==> config.mk <==
export PLATFORM = sky130hd
export DESIGN_NAME = fifo_axis_packetizer
export DESIGN_NICKNAME = d
export VERILOG_FILES = /design/src/rtl/fifo_axis_packetizer.sv
export SDC_FILE = /design/constraint.sdc
export NUM_CORES = 1
export LEC_CHECK = 0
export CORE_ASPECT_RATIO = 0.9
export CORE_MARGIN = 5
export CORE_UTILIZATION = 47
export DETAILED_ROUTE_END_ITERATION = 8
export GPL_TIMING_DRIVEN = 0
export PLACE_DENSITY = 0.82
export SLEW_MARGIN = 20
export SYNTH_ARGS = -nofsm -noshare
export SYNTH_HDL_FRONTEND = slang
export SYNTH_SLANG_ARGS = --single-unit
==> constraint.sdc <==
create_clock -name CLK -period 3.9 [get_ports CLK]
set_input_delay 0.975 -clock CLK [delete_from_list [all_inputs] [get_ports CLK]]
set_output_delay 0.975 -clock CLK [all_outputs]
set_load 0.03 [all_outputs]
==> src/rtl/fifo_axis_packetizer.sv <==
// Read-side stage for a standard-mode FIFO: 2-entry skid buffer plus fixed-length AXI-Stream packet framing.
// Define FIFO_AXIS_PKT_STATS_EN to add the PKT_COUNT / BEAT_COUNT statistics outputs.
module fifo_axis_packetizer #(
    parameter int DATA_WIDTH = 32,
    parameter int LEN_WIDTH  = 16
) (
    input  logic                  CLK,
    input  logic                  SYNC_RST,
    input  logic                  ENABLE,
    input  logic [LEN_WIDTH-1:0]  PKT_LEN,
    input  logic                  FIFO_EMPTY,
    input  logic                  FIFO_VALID,
    input  logic [DATA_WIDTH-1:0] FIFO_DOUT,
    output logic                  FIFO_RE,
    output logic                  M_TVALID,
    input  logic                  M_TREADY,
    output logic [DATA_WIDTH-1:0] M_TDATA,
    output logic                  M_TLAST,
    output logic                  BUSY
`ifdef FIFO_AXIS_PKT_STATS_EN
    ,
    output logic [31:0]           PKT_COUNT,
    output logic [31:0]           BEAT_COUNT
`endif
);

    localparam logic [1:0] IDLE      = 2'd0;
    localparam logic [1:0] RUN       = 2'd1;
    localparam logic [1:0] STOP_PEND = 2'd2;

    localparam logic [LEN_WIDTH-1:0] LEN_ONE = LEN_WIDTH'(1);

    logic [1:0]            state_reg;
    logic [1:0]            state_next;
    logic [1:0]            occ_reg;
    logic                  infl_reg;
    logic                  ign_valid_reg;
    logic [LEN_WIDTH-1:0]  beat_cnt_reg;
    logic [LEN_WIDTH-1:0]  len_q_reg;
    logic                  rd_ptr_reg;
    logic                  wr_ptr_reg;
    logic [DATA_WIDTH-1:0] skid_reg [2];

    logic                  pop;
    logic                  wr_en;
    logic                  tlast;
    logic                  room;
    logic                  need_more;
    logic [2:0]            committed;
    logic [2:0]            after_pop;
    logic [LEN_WIDTH:0]    remaining;
    logic [LEN_WIDTH-1:0]  pkt_len_eff;

    assign M_TVALID = (occ_reg != 2'd0) && (state_reg != IDLE);
    assign M_TDATA  = skid_reg[rd_ptr_reg];
    assign tlast    = M_TVALID && (beat_cnt_reg == len_q_reg - LEN_ONE);
    assign M_TLAST  = tlast;
    assign BUSY     = (state_reg != IDLE);

    assign pop         = M_TVALID & M_TREADY;
    // The word landing right after reset belongs to a read issued before it.
    assign wr_en       = FIFO_VALID & ~ign_valid_reg;
    assign pkt_len_eff = (PKT_LEN == '0) ? LEN_ONE : PKT_LEN;

    // Words already buffered or in flight, and what is left of the current packet.
    assign committed = {1'b0, occ_reg} + {2'b00, infl_reg};
    assign after_pop = committed - {2'b00, pop};
    assign room      = (after_pop < 3'd2);
    assign remaining = {1'b0, len_q_reg} - {1'b0, beat_cnt_reg};
    assign need_more = ({{(LEN_WIDTH-2){1'b0}}, committed} < remaining);

    assign FIFO_RE = ~FIFO_EMPTY & room &
                     ((state_reg == RUN) | ((state_reg == STOP_PEND) & need_more));

    always_comb begin
        state_next = state_reg;
        case (state_reg)
            IDLE: begin
                if (ENABLE) state_next = RUN;
            end
            RUN: begin
                if (!ENABLE) begin
                    if (pop && tlast)
                        state_next = IDLE;
                    else if ((beat_cnt_reg == '0) && !pop)
                        state_next = IDLE;
                    else
                        state_next = STOP_PEND;
                end
            end
            STOP_PEND: begin
                // A stopping packet always runs to its TLAST beat.
                if (ENABLE)
                    state_next = RUN;
                else if (pop && tlast)
                    state_next = IDLE;
            end
            default: state_next = IDLE;
        endcase
    end

    always_ff @(posedge CLK) begin
        if (SYNC_RST) begin
            state_reg     <= IDLE;
            occ_reg       <= 2'd0;
            infl_reg      <= 1'b0;
            ign_valid_reg <= 1'b1;
            beat_cnt_reg  <= '0;
            len_q_reg     <= LEN_ONE;
            rd_ptr_reg    <= 1'b0;
            wr_ptr_reg    <= 1'b0;
            skid_reg[0]   <= '0;
            skid_reg[1]   <= '0;
        end else begin
            state_reg     <= state_next;
            infl_reg      <= FIFO_RE;
            ign_valid_reg <= 1'b0;

            case ({wr_en, pop})
                2'b10:   occ_reg <= occ_reg + 2'd1;
                2'b01:   occ_reg <= occ_reg - 2'd1;
                default: occ_reg <= occ_reg;
            endcase

            if (wr_en) begin
                skid_reg[wr_ptr_reg] <= FIFO_DOUT;
                wr_ptr_reg           <= ~wr_ptr_reg;
            end

            if (pop) begin
                rd_ptr_reg   <= ~rd_ptr_reg;
                beat_cnt_reg <= tlast ? '0 : beat_cnt_reg + LEN_ONE;
            end

            if (((state_reg == IDLE) && (state_next == RUN)) || (pop && tlast))
                len_q_reg <= pkt_len_eff;
        end
    end

    always_ff @(posedge CLK) begin
        if (!SYNC_RST)
            assert (!(wr_en && (occ_reg == 2'd2) && !pop));
    end

`ifdef FIFO_AXIS_PKT_STATS_EN
    logic [31:0] pkt_count_reg;
    logic [31:0] beat_count_reg;

    always_ff @(posedge CLK) begin
        if (SYNC_RST) begin
            pkt_count_reg  <= 32'd0;
            beat_count_reg <= 32'd0;
        end else if (pop) begin
            beat_count_reg <= beat_count_reg + 32'd1;
            if (tlast)
                pkt_count_reg <= pkt_count_reg + 32'd1;
        end
    end

    assign PKT_COUNT  = pkt_count_reg;
    assign BEAT_COUNT = beat_count_reg;
`endif

endmodule
==> results.sh <==
export IMPL_finalCritPeriodShare_pct=105
export IMPL_cts_root_buffer="clkbuf_16"
export IMPL_pin_count=90
export IMPL_status="complete, but fails checks"
export IMPL_synth_cells=590
export IMPL_drc_errors=0
export IMPL_relSlewSlack_pct=46.7
export IMPL_r2r_start="len_q_reg[3]$_SDFFE_PP0P_"
export IMPL_crit_type="flop to output port"
export IMPL_synth_area_leaders="edfxtp_1 32%, dfxtp_1 13%, and2_1 6.7%, mux2_2 6.3%, ha_1 5.1%"
export IMPL_placed_cell_area_um2=7210
export IMPL_fin_cells=864
export IMPL_ir_worst_vdd_mv=0.228
export IMPL_detail_route_first_pass_iterations=5
export IMPL_clock_sinks=105
export IMPL_clkSlewWorstSetupHoldPaths_ns=0.07
export IMPL_viasPerCell=5.66
export IMPL_largest_reg_flops=64
export IMPL_min_path_type="flop to flop"
export IMPL_drt_iter0_markers=394
export IMPL_net_switching_power_mw=0.788
export IMPL_cts_buffers=9
export IMPL_yosysTopAreaCell="edfxtp_1"
export IMPL_fin_worst_skew_ns=0.00710
export IMPL_syn_num_nets=670
export IMPL_switching_share_pct=28.0
export IMPL_critPathArrivalTime_ns=3.14
export IMPL_hold_viol=0
export IMPL_syn_area_per_cell_um2=10.3
export IMPL_grt_usage_pct=20.6
export IMPL_grt_pass1_wl_um=25000
export IMPL_insertion_delay_ns=0.35
export IMPL_synth_ff_type="edfxtp_1"
export IMPL_fin_nets=775
export IMPL_post_place_cells=844
export IMPL_fp_dieArea_um2=15300
export IMPL_wl_per_cell_um=18.2
export IMPL_initial_utilization_pct=48.0
export IMPL_sequentialPowerShare_pct=45.1
export IMPL_layout_setup_ws_ns=-0.214
export IMPL_dp_hpwl_um=11700
export IMPL_rsz0062_at_grt="true"
export IMPL_row_count=39
export IMPL_syn_area_um2=6090
export IMPL_drt_total_wl_um=15700
export IMPL_final_util_pct=61.1
export IMPL_ctsLongestPathBuffers=2
export IMPL_yosys_warnings=0
export IMPL_required_ns=2.92
export IMPL_startpoint_type="flop"
export IMPL_power_density_nw_per_um2=363
export IMPL_antenna_found_initial=0
export IMPL_final_area_um2=7750
export IMPL_ys_top_cells_by_count="65 x and2_1, 64 x edfxtp_1, 52 x nor2_1"
export IMPL_p_leak_nw=2.92
export IMPL_vias=4887
export IMPL_dieWidth_um=130
export IMPL_grt_max_degree=33
export IMPL_ys_ff_latch=105
export IMPL_clkPwrFrac_pct=32.9
export IMPL_end_kind="output port"
export IMPL_p_comb_share_pct=21.9
export IMPL_finalMaxSlewViolations=0
export IMPL_worst_slew_pin_transition_ns=0.799
export IMPL_cp_startpoint="len_q_reg[0]$_SDFFE_PP1P_"
export IMPL_synth_edff_count=64
export IMPL_ff2ff_setup_slack_ns=0.68
export IMPL_violations="negative setup slack"
export IMPL_setup_viol=1
export IMPL_cts_tree="built"
export IMPL_critPathMaxFanout=2
export IMPL_fillers=1018
export IMPL_async_flop_share_pct=0
export IMPL_fmax_ghz=0.243
export IMPL_crit_end="FIFO_RE"
export IMPL_finalSetupTns_ns=-0.214
export IMPL_reg2reg_depth=11
export IMPL_ant_nets=0
export IMPL_yosysMostFrequentCell="and2_1"
export IMPL_io_buffers=89
export IMPL_syn2layout_area_growth_pct=27.3
export IMPL_diodes=0
export IMPL_core_area_um2=12700
export IMPL_dieHeight_um=118
export IMPL_cts_max_level=3
export IMPL_first_global_vias=4822
export IMPL_fin_crit_ns=4.11
export IMPL_cap_viol_max_count=0
export IMPL_r2r_end="beat_cnt_reg[11]$_SDFFE_PP0P_"
export IMPL_grt_overflow=0
export IMPL_gp_routability_congestion=0.869
export IMPL_synth_top_area_share_pct=31.6
export IMPL_seq_area_frac_synth_pct=45.1
export IMPL_drive_above_1_share_pct=16.1
export IMPL_yosysUniqueCellTypes=60
export IMPL_p_int_mw=2.02
## power groups by stage
stage | combinational, mW | clock [mW] | sequential [mW]
after floorplan | 0.362 | 0 | 1.28
after global placement | 0.537 | 0 | 1.29
after detailed placement | 0.554 | 0 | 1.29
after CTS | 0.584 | 0.931 | 1.27
after global routing | 0.663 | 0.982 | 1.27
final | 0.617 | 0.926 | 1.27
## critical path: stages (launching register included)
cell and delay, ns:
dfxtp_4 0.36, inv_4 0.06, ha_4 0.14, inv_2 0.04, fa_2 0.36, a211oi_4 0.29, buf_4 0.16, mux2i_1 0.17
o211ai_1 0.15, a2111oi_4 0.34, nand4_1 0.20, nor4_4 0.24, nor2_1 0.08, buf_4 0.17
## layout make-up
| class | instances | area, um2 | share of cell area, % |
|---|---|---|---|
| Multi-Input combinational cell | 429 | 3270 | 42.2 |
| Sequential cell | 105 | 2760 | 35.6 |
| Timing Repair Buffer | 98 | 966 | 12.5 |
| Clock buffer | 9 | 225 | 2.91 |
| Tap cell | 164 | 205 | 2.65 |
| Buffer | 22 | 130 | 1.68 |
| Inverter | 30 | 115 | 1.49 |
| Clock inverter | 7 | 77.6 | 1.00 |
## cell usage in the layout (no fill, tap or decap), types with 4 or more instances in the layout
| cell type | Yosys | routed |
|---|---|---|
| or4_1 | 6 | 5 |
| clkdlybuf4s50_1 | 0 | 87 |
| nand4_1 | 12 | 12 |
| nand2b_1 | 8 | 8 |
| nand3b_1 | 4 | 4 |
| a211oi_1 | 6 | 5 |
| mux2_2 | 34 | 34 |
| nand2_1 | 24 | 24 |
| o31ai_1 | 6 | 5 |
| or3_1 | 4 | 4 |
| mux2i_1 | 16 | 16 |
| buf_4 | 0 | 11 |
| inv_1 | 29 | 26 |
| clkbuf_16 | 0 | 9 |
| xor2_1 | 14 | 14 |
| nor2_1 | 52 | 50 |
| a21oi_1 | 15 | 14 |
| nor4_1 | 11 | 9 |
| clkbuf_1 | 16 | 10 |
| ha_1 | 25 | 20 |
| o21a_1 | 6 | 6 |
| nor2b_1 | 5 | 5 |
| o21ai_0 | 13 | 12 |
| dfxtp_1 | 41 | 33 |
| xnor2_1 | 29 | 29 |
| edfxtp_1 | 64 | 64 |
| nand3_1 | 7 | 7 |
| nor3_1 | 13 | 13 |
| a21o_1 | 4 | 4 |
| and2_1 | 65 | 65 |
| dfxtp_2 | 0 | 6 |
## metal layers
metal	share of wire (%)	up-vias	GRT usage, %
met3	6.2	39	5.31
met5	0	-	0
met1	44	2353	27.1
met4	2.2	0	5.52
met2	48	163	33.5
li1	-	2332	-
## logic make-up (layout without fill, tap and decap cells)
group	count (synthesis)	after routing	share of synthesized area [%]
and+or+nand+nor	227	227	20.5
buffers and inverters	56	166	4.05
muxes	50	50	8.92
xor gates and xnor gates	44	44	6.58
DFF	105	105	45.1
AOI/OAI and AO/OA	82	82	9.42
adders and majority gates	26	26	5.47
## stage by stage
stage / hold slack (ns) / power (mW) / setup WS, ns
2_1_floorplan: 0.475 / 1.64 / 0.188
3_3_place_gp: 0.502 / 1.83 / -0.840
3_5_place_dp: 0.514 / 1.85 / -0.882
4_1_cts: 0.491 / 2.78 / -0.359
5_1_grt: 0.503 / 2.92 / -0.322
6_report: 0.500 / 2.81 / -0.214
## worst min-delay path by stage
stage / startpoint / end / slack [ns] / cells past startpoint
6_report: beat_cnt_reg[1]$_SDFFE_PP0P_ / beat_cnt_reg[1]$_SDFFE_PP0P_ / 0.50 / 2
5_1_grt: beat_cnt_reg[1]$_SDFFE_PP0P_ / beat_cnt_reg[1]$_SDFFE_PP0P_ / 0.50 / 2
2_1_floorplan: occ_reg[1]$_SDFFE_PP0P_ / occ_reg[1]$_SDFFE_PP0P_ / 0.48 / 2
3_3_place_gp: rd_ptr_reg$_SDFFE_PP0P_ / rd_ptr_reg$_SDFFE_PP0P_ / 0.50 / 2
4_1_cts: beat_cnt_reg[1]$_SDFFE_PP0P_ / beat_cnt_reg[1]$_SDFFE_PP0P_ / 0.49 / 2
3_5_place_dp: beat_cnt_reg[1]$_SDFFE_PP0P_ / beat_cnt_reg[1]$_SDFFE_PP0P_ / 0.51 / 2
## what timing repair did
action | 4_1_cts | 5_1_grt
hold buffers | 0 | 0
gates cloned | 0 | 0
setup buffers | 6 | 2
setup endpoints to repair | 2 | 2
pin swaps | 9 | 11
gates resized for setup | 37 | 32
Note: power is estimated with default switching activity, not from simulation.
